==> config.mk <==
export PLATFORM = sky130hd
export DESIGN_NAME = word_comp_seq
export DESIGN_NICKNAME = d
export VERILOG_FILES = /design/src/rtl/word_comp_seq.sv
export SDC_FILE = /design/constraint.sdc
export NUM_CORES = 1
export LEC_CHECK = 0
export BUFFER_PORTS_ARGS = -buffer_cell sky130_fd_sc_hd__buf_4
export CAP_MARGIN = 20
export CELL_PAD_IN_SITES_DETAIL_PLACEMENT = 1
export CELL_PAD_IN_SITES_GLOBAL_PLACEMENT = 2
export CORE_MARGIN = 2
export CORE_UTILIZATION = 34
export CTS_CLUSTER_SIZE = 14
export DETAILED_ROUTE_END_ITERATION = 7
export PLACE_DENSITY_LB_ADDON = 0.15
export SYNTH_ARGS = -nofsm -noshare
export SYNTH_HDL_FRONTEND = slang
export SYNTH_SLANG_ARGS = --single-unit
==> constraint.sdc <==
create_clock -name clk -period 6.6 [get_ports clk]
set_input_delay 1.32 -clock clk [delete_from_list [all_inputs] [get_ports clk]]
set_output_delay 1.32 -clock clk [all_outputs]
set_load 0.005 [all_outputs]
==> src/rtl/word_comp_seq.sv <==
// Multi-cycle word comparator: scans two latched operands one lane per clock, MSB lane first.
// Optional mismatch bit counter enabled by defining WORD_COMP_MISMATCH_CNT_EN.
module word_comp_seq #(
    parameter int DATA_WIDTH = 32,
    parameter int LANE_WIDTH = 8
) (
    input  logic                  clk,
    input  logic                  reset,
    input  logic                  start,
    input  logic                  signed_mode,
    input  logic [DATA_WIDTH-1:0] word_a,
    input  logic [DATA_WIDTH-1:0] word_b,
    output logic [DATA_WIDTH-1:0] word_comp,
    output logic                  eq,
    output logic                  gt,
    output logic                  lt,
    output logic                  busy,
    output logic                  done
`ifdef WORD_COMP_MISMATCH_CNT_EN
    ,
    output logic [$clog2(DATA_WIDTH+1)-1:0] mismatch_cnt
`endif
);

    localparam int NUM_LANES = DATA_WIDTH / LANE_WIDTH;
    localparam int LANE_W    = (NUM_LANES > 1) ? $clog2(NUM_LANES) : 1;

    typedef enum logic [1:0] {
        S_IDLE = 2'd0,
        S_RUN  = 2'd1,
        S_FIN  = 2'd2
    } state_t;

    state_t                state_q, state_d;
    logic [DATA_WIDTH-1:0] a_q, a_d;
    logic [DATA_WIDTH-1:0] b_q, b_d;
    logic                  sm_q, sm_d;
    logic [DATA_WIDTH-1:0] comp_q, comp_d;
    logic                  gt_q, gt_d;
    logic                  lt_q, lt_d;
    logic                  eq_q, eq_d;
    logic                  done_q, done_d;
    logic [LANE_W-1:0]     lane_q, lane_d;

    logic [LANE_WIDTH-1:0] lane_a, lane_b, cmp_a, cmp_b;
    int                    lane_base;

`ifdef WORD_COMP_MISMATCH_CNT_EN
    localparam int CNT_W = $clog2(DATA_WIDTH+1);
    logic [CNT_W-1:0]      cnt_q, cnt_d;
    logic [LANE_WIDTH-1:0] lane_diff;
`endif

    always_comb begin
        state_d = state_q;
        a_d     = a_q;
        b_d     = b_q;
        sm_d    = sm_q;
        comp_d  = comp_q;
        gt_d    = gt_q;
        lt_d    = lt_q;
        eq_d    = eq_q;
        done_d  = 1'b0;
        lane_d  = lane_q;

        lane_base = int'(lane_q) * LANE_WIDTH;
        lane_a    = a_q[lane_base +: LANE_WIDTH];
        lane_b    = b_q[lane_base +: LANE_WIDTH];
        cmp_a     = lane_a;
        cmp_b     = lane_b;
        // Flipping the sign bits maps two's-complement order onto unsigned order.
        if (sm_q && (lane_q == LANE_W'(NUM_LANES-1))) begin
            cmp_a[LANE_WIDTH-1] = ~lane_a[LANE_WIDTH-1];
            cmp_b[LANE_WIDTH-1] = ~lane_b[LANE_WIDTH-1];
        end

`ifdef WORD_COMP_MISMATCH_CNT_EN
        cnt_d     = cnt_q;
        lane_diff = lane_a ^ lane_b;
`endif

        case (state_q)
            S_IDLE: begin
                if (start) begin
                    a_d     = word_a;
                    b_d     = word_b;
                    sm_d    = signed_mode;
                    comp_d  = '0;
                    gt_d    = 1'b0;
                    lt_d    = 1'b0;
                    eq_d    = 1'b0;
                    lane_d  = LANE_W'(NUM_LANES-1);
                    state_d = S_RUN;
`ifdef WORD_COMP_MISMATCH_CNT_EN
                    cnt_d   = '0;
`endif
                end
            end
            S_RUN: begin
                comp_d[lane_base +: LANE_WIDTH] = ~(lane_a ^ lane_b);
                if (!gt_q && !lt_q && (cmp_a != cmp_b)) begin
                    gt_d = (cmp_a > cmp_b);
                    lt_d = (cmp_a < cmp_b);
                end
`ifdef WORD_COMP_MISMATCH_CNT_EN
                for (int i = 0; i < LANE_WIDTH; i++) begin
                    cnt_d = cnt_d + CNT_W'(lane_diff[i]);
                end
`endif
                if (lane_q == '0) begin
                    state_d = S_FIN;
                end else begin
                    lane_d = lane_q - LANE_W'(1);
                end
            end
            S_FIN: begin
                done_d  = 1'b1;
                eq_d    = ~gt_q & ~lt_q;
                state_d = S_IDLE;
            end
            default: state_d = S_IDLE;
        endcase
    end

    always_ff @(posedge clk) begin
        if (reset) begin
            state_q <= S_IDLE;
            a_q     <= '0;
            b_q     <= '0;
            sm_q    <= 1'b0;
            comp_q  <= '0;
            gt_q    <= 1'b0;
            lt_q    <= 1'b0;
            eq_q    <= 1'b0;
            done_q  <= 1'b0;
            lane_q  <= '0;
`ifdef WORD_COMP_MISMATCH_CNT_EN
            cnt_q   <= '0;
`endif
        end else begin
            state_q <= state_d;
            a_q     <= a_d;
            b_q     <= b_d;
            sm_q    <= sm_d;
            comp_q  <= comp_d;
            gt_q    <= gt_d;
            lt_q    <= lt_d;
            eq_q    <= eq_d;
            done_q  <= done_d;
            lane_q  <= lane_d;
`ifdef WORD_COMP_MISMATCH_CNT_EN
            cnt_q   <= cnt_d;
`endif
        end
    end

    assign word_comp = comp_q;
    assign eq        = eq_q;
    assign gt        = gt_q;
    assign lt        = lt_q;
    assign busy      = (state_q == S_RUN);
    assign done      = done_q;
`ifdef WORD_COMP_MISMATCH_CNT_EN
    assign mismatch_cnt = cnt_q;
`endif

endmodule

-- Word level (Yosys, flattened, before mapping)
Index checks and enable logic that the tools add are counted.
- magnitude comparators: 2
- reductions and logical operators: 15
- mux-type cells: 18
- shifts and indexed selects: 4
- $add $sub $neg: 2
- bitwise logic cells: 7
- equal/unequal tests: 8
- operators by type and width (kind ; number):
    32-bit one-hot mux with 2 select lines ; 1
    32-bit by 6-bit variable part select with 8-bit output ; 2
    5-bit negation with 33-bit output ; 1
    8-bit by 33-bit variable shift with 32-bit output, first input constant ; 1
    8-bit by 33-bit variable part select with 32-bit output ; 1
    32-bit bitwise mux ; 1
    32-bit two-way mux ; 1
    8-bit > comparator ; 1
    8-bit less-than comparator ; 1
    2-bit two-way mux ; 4
    8-bit != test ; 1
    8-bit NOT ; 1
    2-bit one-hot mux with 2 select lines ; 2
    2-bit AND reduction ; 4
    8-bit XOR ; 1
    1-bit two-way mux ; 6
    1-bit one-hot mux with 2 select lines ; 3
    3-bit AND reduction ; 2
    2-bit == test, second input constant ; 2
    2-bit zero test ; 2
    2-bit by 1-bit != test with 1-bit output, second input constant ; 2
    2-bit != test, second input constant ; 2
    1-bit NOT ; 4
    2-bit nonzero test ; 2
    other kinds (5) ; 8
- register bits: 105
- word-level logic and storage cells: 66
- input bits: 68
- output and inout port bits: 37

-- Depth between registers and ports, before layout
- depth in word-level cells: 7
- gate-level depth with buffers: 10
- gate-level depth less buffers: 9

-- Worst setup path after synthesis
Ideal clock, no wire load.
- kind: register to register
- from: register lane_q[0]
- to: register lt_q (netlist: lt)
- period minus slack after synthesis: 2.875 ns
- path buffers: 2
- setup slack: 3.725 ns
- cell stages (with the launch flop): 11
- setup time: 0.087 ns
- arrival: 2.788 ns
- required time: 6.513 ns
- path through: dfxtp_1 > buf_2 > buf_2 > mux4_2 > ha_1 > nor2b_1 > o21a_1 > o21a_1 > o21bai_1 > nand3_1 > o31ai_1
- cells in the longest elaborated chain, start to end: 7
- elaborated cells on any way between the ends: 15
- those cells by class: order compare (1); eq/ne (3); shift (2); mux (4); bitwise (2); reduce/logical (3)
- ends and longest elaborated chain (item ; line ; source):
    start: declaration ; 43 ; logic [LANE_W-1:0] lane_q, lane_d;
    start signal: assignment ; 150 ; lane_q <= lane_d;
    parallel branches: the longest is 7 deep, another holds 8-bit less-than comparator ; -- ;
    end signal: assignment ; 147 ; lt_q <= lt_d;
    end: declaration ; 40 ; logic lt_q, lt_d;
Several ways; the timed one is not identified. The select of a mux whose other input is x is not followed.
A chain may end at the register's enable or synchronous reset.

-- Worst setup path in the final report
Same ends and word-level chain as after synthesis.

==> metrics.txt <==
status=completed; setup TNS=0 ns; worst path buffer plus inverter count=1; Pre-antenna DRT Iters=4; Die Width=between 100 and 150 um; final setup violating endpoints=0; total of max-cap violations=0; worst-path fanout max=20; post-synthesis cell count=478; synthesis-to-finish area growth=29.19%; initial core utilization=0.3510; syn_nets=around 560; worst path cell trace=buf_4, mux4_2, ha_1, nor2b_1, o21a_1, o21a_1, o21bai_1, nand3_1, o31ai_1; Clk pin slew, worst setup/hold paths=around 0.07 ns; Post-CTS Resized=0; crit path capture type=register; R2R Setup Slk=3.67 ns; clock buffer depth=2; crit path launch type=register; synthesized flop and latch total=approximately 110; met1 Usage GRT=0.2650; row count=40; Clk pwr share=0.394; depth of the CTS H-tree=3; Clock Sinks=around 110; delay-heaviest family, CP=compound AO/OA/AOI/OAI gates; Die H=115.8 um; Worst Tran Pin Value=1.055 ns; hpwl dp=between 8000 and 9000 um; hold slack=about 0.46 ns; DRT Wirelength=about 12000 um; RSZ-0062 raised after global routing=false; layout cells sized above 1=0.2527; Leakage=about 0.0022 uW; HP Class=reg -> reg; fillcell total=between 1000 and 1500; cell mode on critical path=o21a_1; Remaining Overflow, GRT=0; warnings from Yosys=0; Critical Path RT=approximately 7 ns; Cell variety after synth=34; slowest CP cell=mux4_2; clock skew=about 0.010 ns; initial antenna violation count=0; all-layer global routing usage=0.1875; Switching Fraction=0.2576; cts hold-fix bufs=0; nets=about 640; Largest stage delay, worst path=approximately 0.56 ns; Placed Area=0.005137 mm^2; synthesized area=around 0.0043 mm^2; number of global-route vias before repair=3660; CTS tree=built; CP arrival=3.19 ns; first-pass GRT wire length=slightly below 20000 um; Reg area=0.002102 mm^2; vias per cell=4.988; 1st-iter DRT viols=about 180; largest net degree at the start of global routing=100; GR Layer Usage met2=0.2979; P per Cell Area=about 290 mW/mm^2; Final period util=0.4443; Hold Fails Final Rpt=0; IO Pins=105; Pwr Total=around 1600 uW; multi-input gate area in the final layout=0.001981 mm^2; post-synthesis sequential area ratio=0.4944; GRT busiest layer=met2; Wirelength per Cell=16.43 um; core area=0.01211 mm^2; number of remaining DRC errors=0; ANT nets after route=0; sequential share of power=0.441; die area=0.01342 mm^2; synthesized area per cell=roughly 8.9 um^2; insertion delay to the later sink of the worst-skew pair=0.35 ns; met3 Use GR=0.02772; switching pwr=~400 uW; diode count=0; Core Util, Final=0.4535; number of port buffers=~100; global placement routability congestion=0.7748; Post-CTS Setup Bufs=0; TritonCTS buffer count=9; f_max=~340 MHz; min Tclk post-route=2.933 ns; Final Slew Violations=0; VDD IR max=between 0.0001 and 0.00015 V; combinational share of power=0.165; internal power consumption=between 1000 and 1500 uW; root buf cell=clkbuf_16; Final Cell Area=between 0.005 and 0.006 mm^2; Relative slew margins=0.2969; Setup CP Type=reg -> reg; via count=3661
-- registers in the layout, summed over array words and instances, names as in the netlist --
name	cells
a_q	32
b_q	32
done	1
eq	1
gt	1
lane_q	2
lt	1
sm_q	1
state_q	2
word_comp	32
-- synthesized netlist by cell type, drive strengths merged --
cell type | n | area (um^2)
and4 | 2 | 17.52
and2 | 2 | 12.52
nor2 | 30 | 112.6
o211ai | 1 | 7.510
o31ai | 1 | 7.510
nand3 | 1 | 5.000
xnor2 | 1 | 16.27
o21bai | 1 | 7.510
and3b | 1 | 8.760
inv | 9 | 33.78
nor3b | 3 | 22.52
a22o | 7 | 61.31
and4b | 1 | 10.01
a21oi | 73 | 369.1
nor2b | 6 | 37.54
buf | 6 | 26.27
nand3b | 2 | 15.01
a221oi | 1 | 8.760
a211oi | 1 | 7.510
dfxtp | 105 | 2102
a32oi | 1 | 8.760
mux4 | 16 | 360.4
o21a | 2 | 15.01
o21ai | 2 | 10.01
ha | 12 | 150.1
clkbuf | 30 | 112.6
nand2 | 133 | 499.2
nand4 | 2 | 12.51
nor3 | 1 | 5.000
a22oi | 24 | 180.2
a31o | 1 | 8.760
-- cells in the final DEF, fill, tap and decap left out, drive strengths merged, types with 2 or more instances in the layout --
| master | synthesis | final |
|---|---|---|
| mux4 | 16 | 16 |
| clkbuf | 30 | 12 |
| nor2b | 6 | 6 |
| buf | 6 | 108 |
| a22oi | 24 | 24 |
| a21oi | 73 | 73 |
| inv | 9 | 9 |
| and2 | 2 | 2 |
| nor2 | 30 | 30 |
| nand3b | 2 | 2 |
| bufinv | 0 | 3 |
| ha | 12 | 12 |
| dfxtp | 105 | 105 |
| and4 | 2 | 2 |
| o21a | 2 | 2 |
| a22o | 7 | 7 |
| nor3b | 3 | 3 |
| nand2 | 133 | 133 |
| o21ai | 2 | 2 |
| nand4 | 2 | 2 |
-- routing by layer --
| layer | routed length [um] | part of all wire |
|---|---|---|
| met1 | 5709 | 0.47 |
| met2 | 5706 | 0.47 |
| met3 | 499 | 0.041 |
| met4 | 145 | 0.012 |
| met5 | 0 | 0 |
-- final cells by class --
type / instances / area share
Sequential cell: 105 / 0.3827
Clock buffer: 12 / 0.04670
Inverter: 9 / 0.006150
Timing Repair Buffer: 108 / 0.1476
Multi-Input combinational cell: 328 / 0.3606
Clock inverter: 4 / 0.01800
Tap cell: 168 / 0.03827
-- cell families (layout without fill, tap and decap cells) --
| kind of cell | after synthesis | in the layout | share of synthesized area |
|---|---|---|---|
| fa+ha+maj | 12 | 12 | 0.03531 |
| mux | 16 | 16 | 0.08476 |
| buf+inv | 45 | 133 | 0.04061 |
| compound gates | 115 | 115 | 0.1627 |
| flops | 105 | 105 | 0.4944 |
| simple gates | 184 | 184 | 0.1783 |
| xor+xnor | 1 | 1 | 0.003827 |
-- tightest hold or removal path: cells and delay by family, from the launching register on --
family,cells,cell delay (ns)
simple gates,1,0.05
compound gates,1,0.05
flops,1,0.31
-- path summary, 6_finish.rpt --
kind | from | endpoint | cells past startpoint
max | lane_q[0] | lt | 9
min | a_q[4] | a_q[4] | 2
max reg2reg | lane_q[0] | lt | 9
min reg2reg | a_q[4] | a_q[4] | 2
-- power groups by stage --
stage	Sequential, uW	Combinational, uW	Clock, uW
after detailed placement	712	262	0
after global placement	711	257	0
after CTS	698	264	638
after floorplan	698	170	0
final	697	261	624
after global routing	702	291	666
-- stage by stage --
stage          std cells  setup slack [ns]
3_5_place_dp         718             3.645
6_report             734             3.667
2_1_floorplan        478             3.725
5_1_grt              734             3.399
4_1_cts              734             3.635
3_3_place_gp         718             3.694
(Power assumes the default switching activity.)
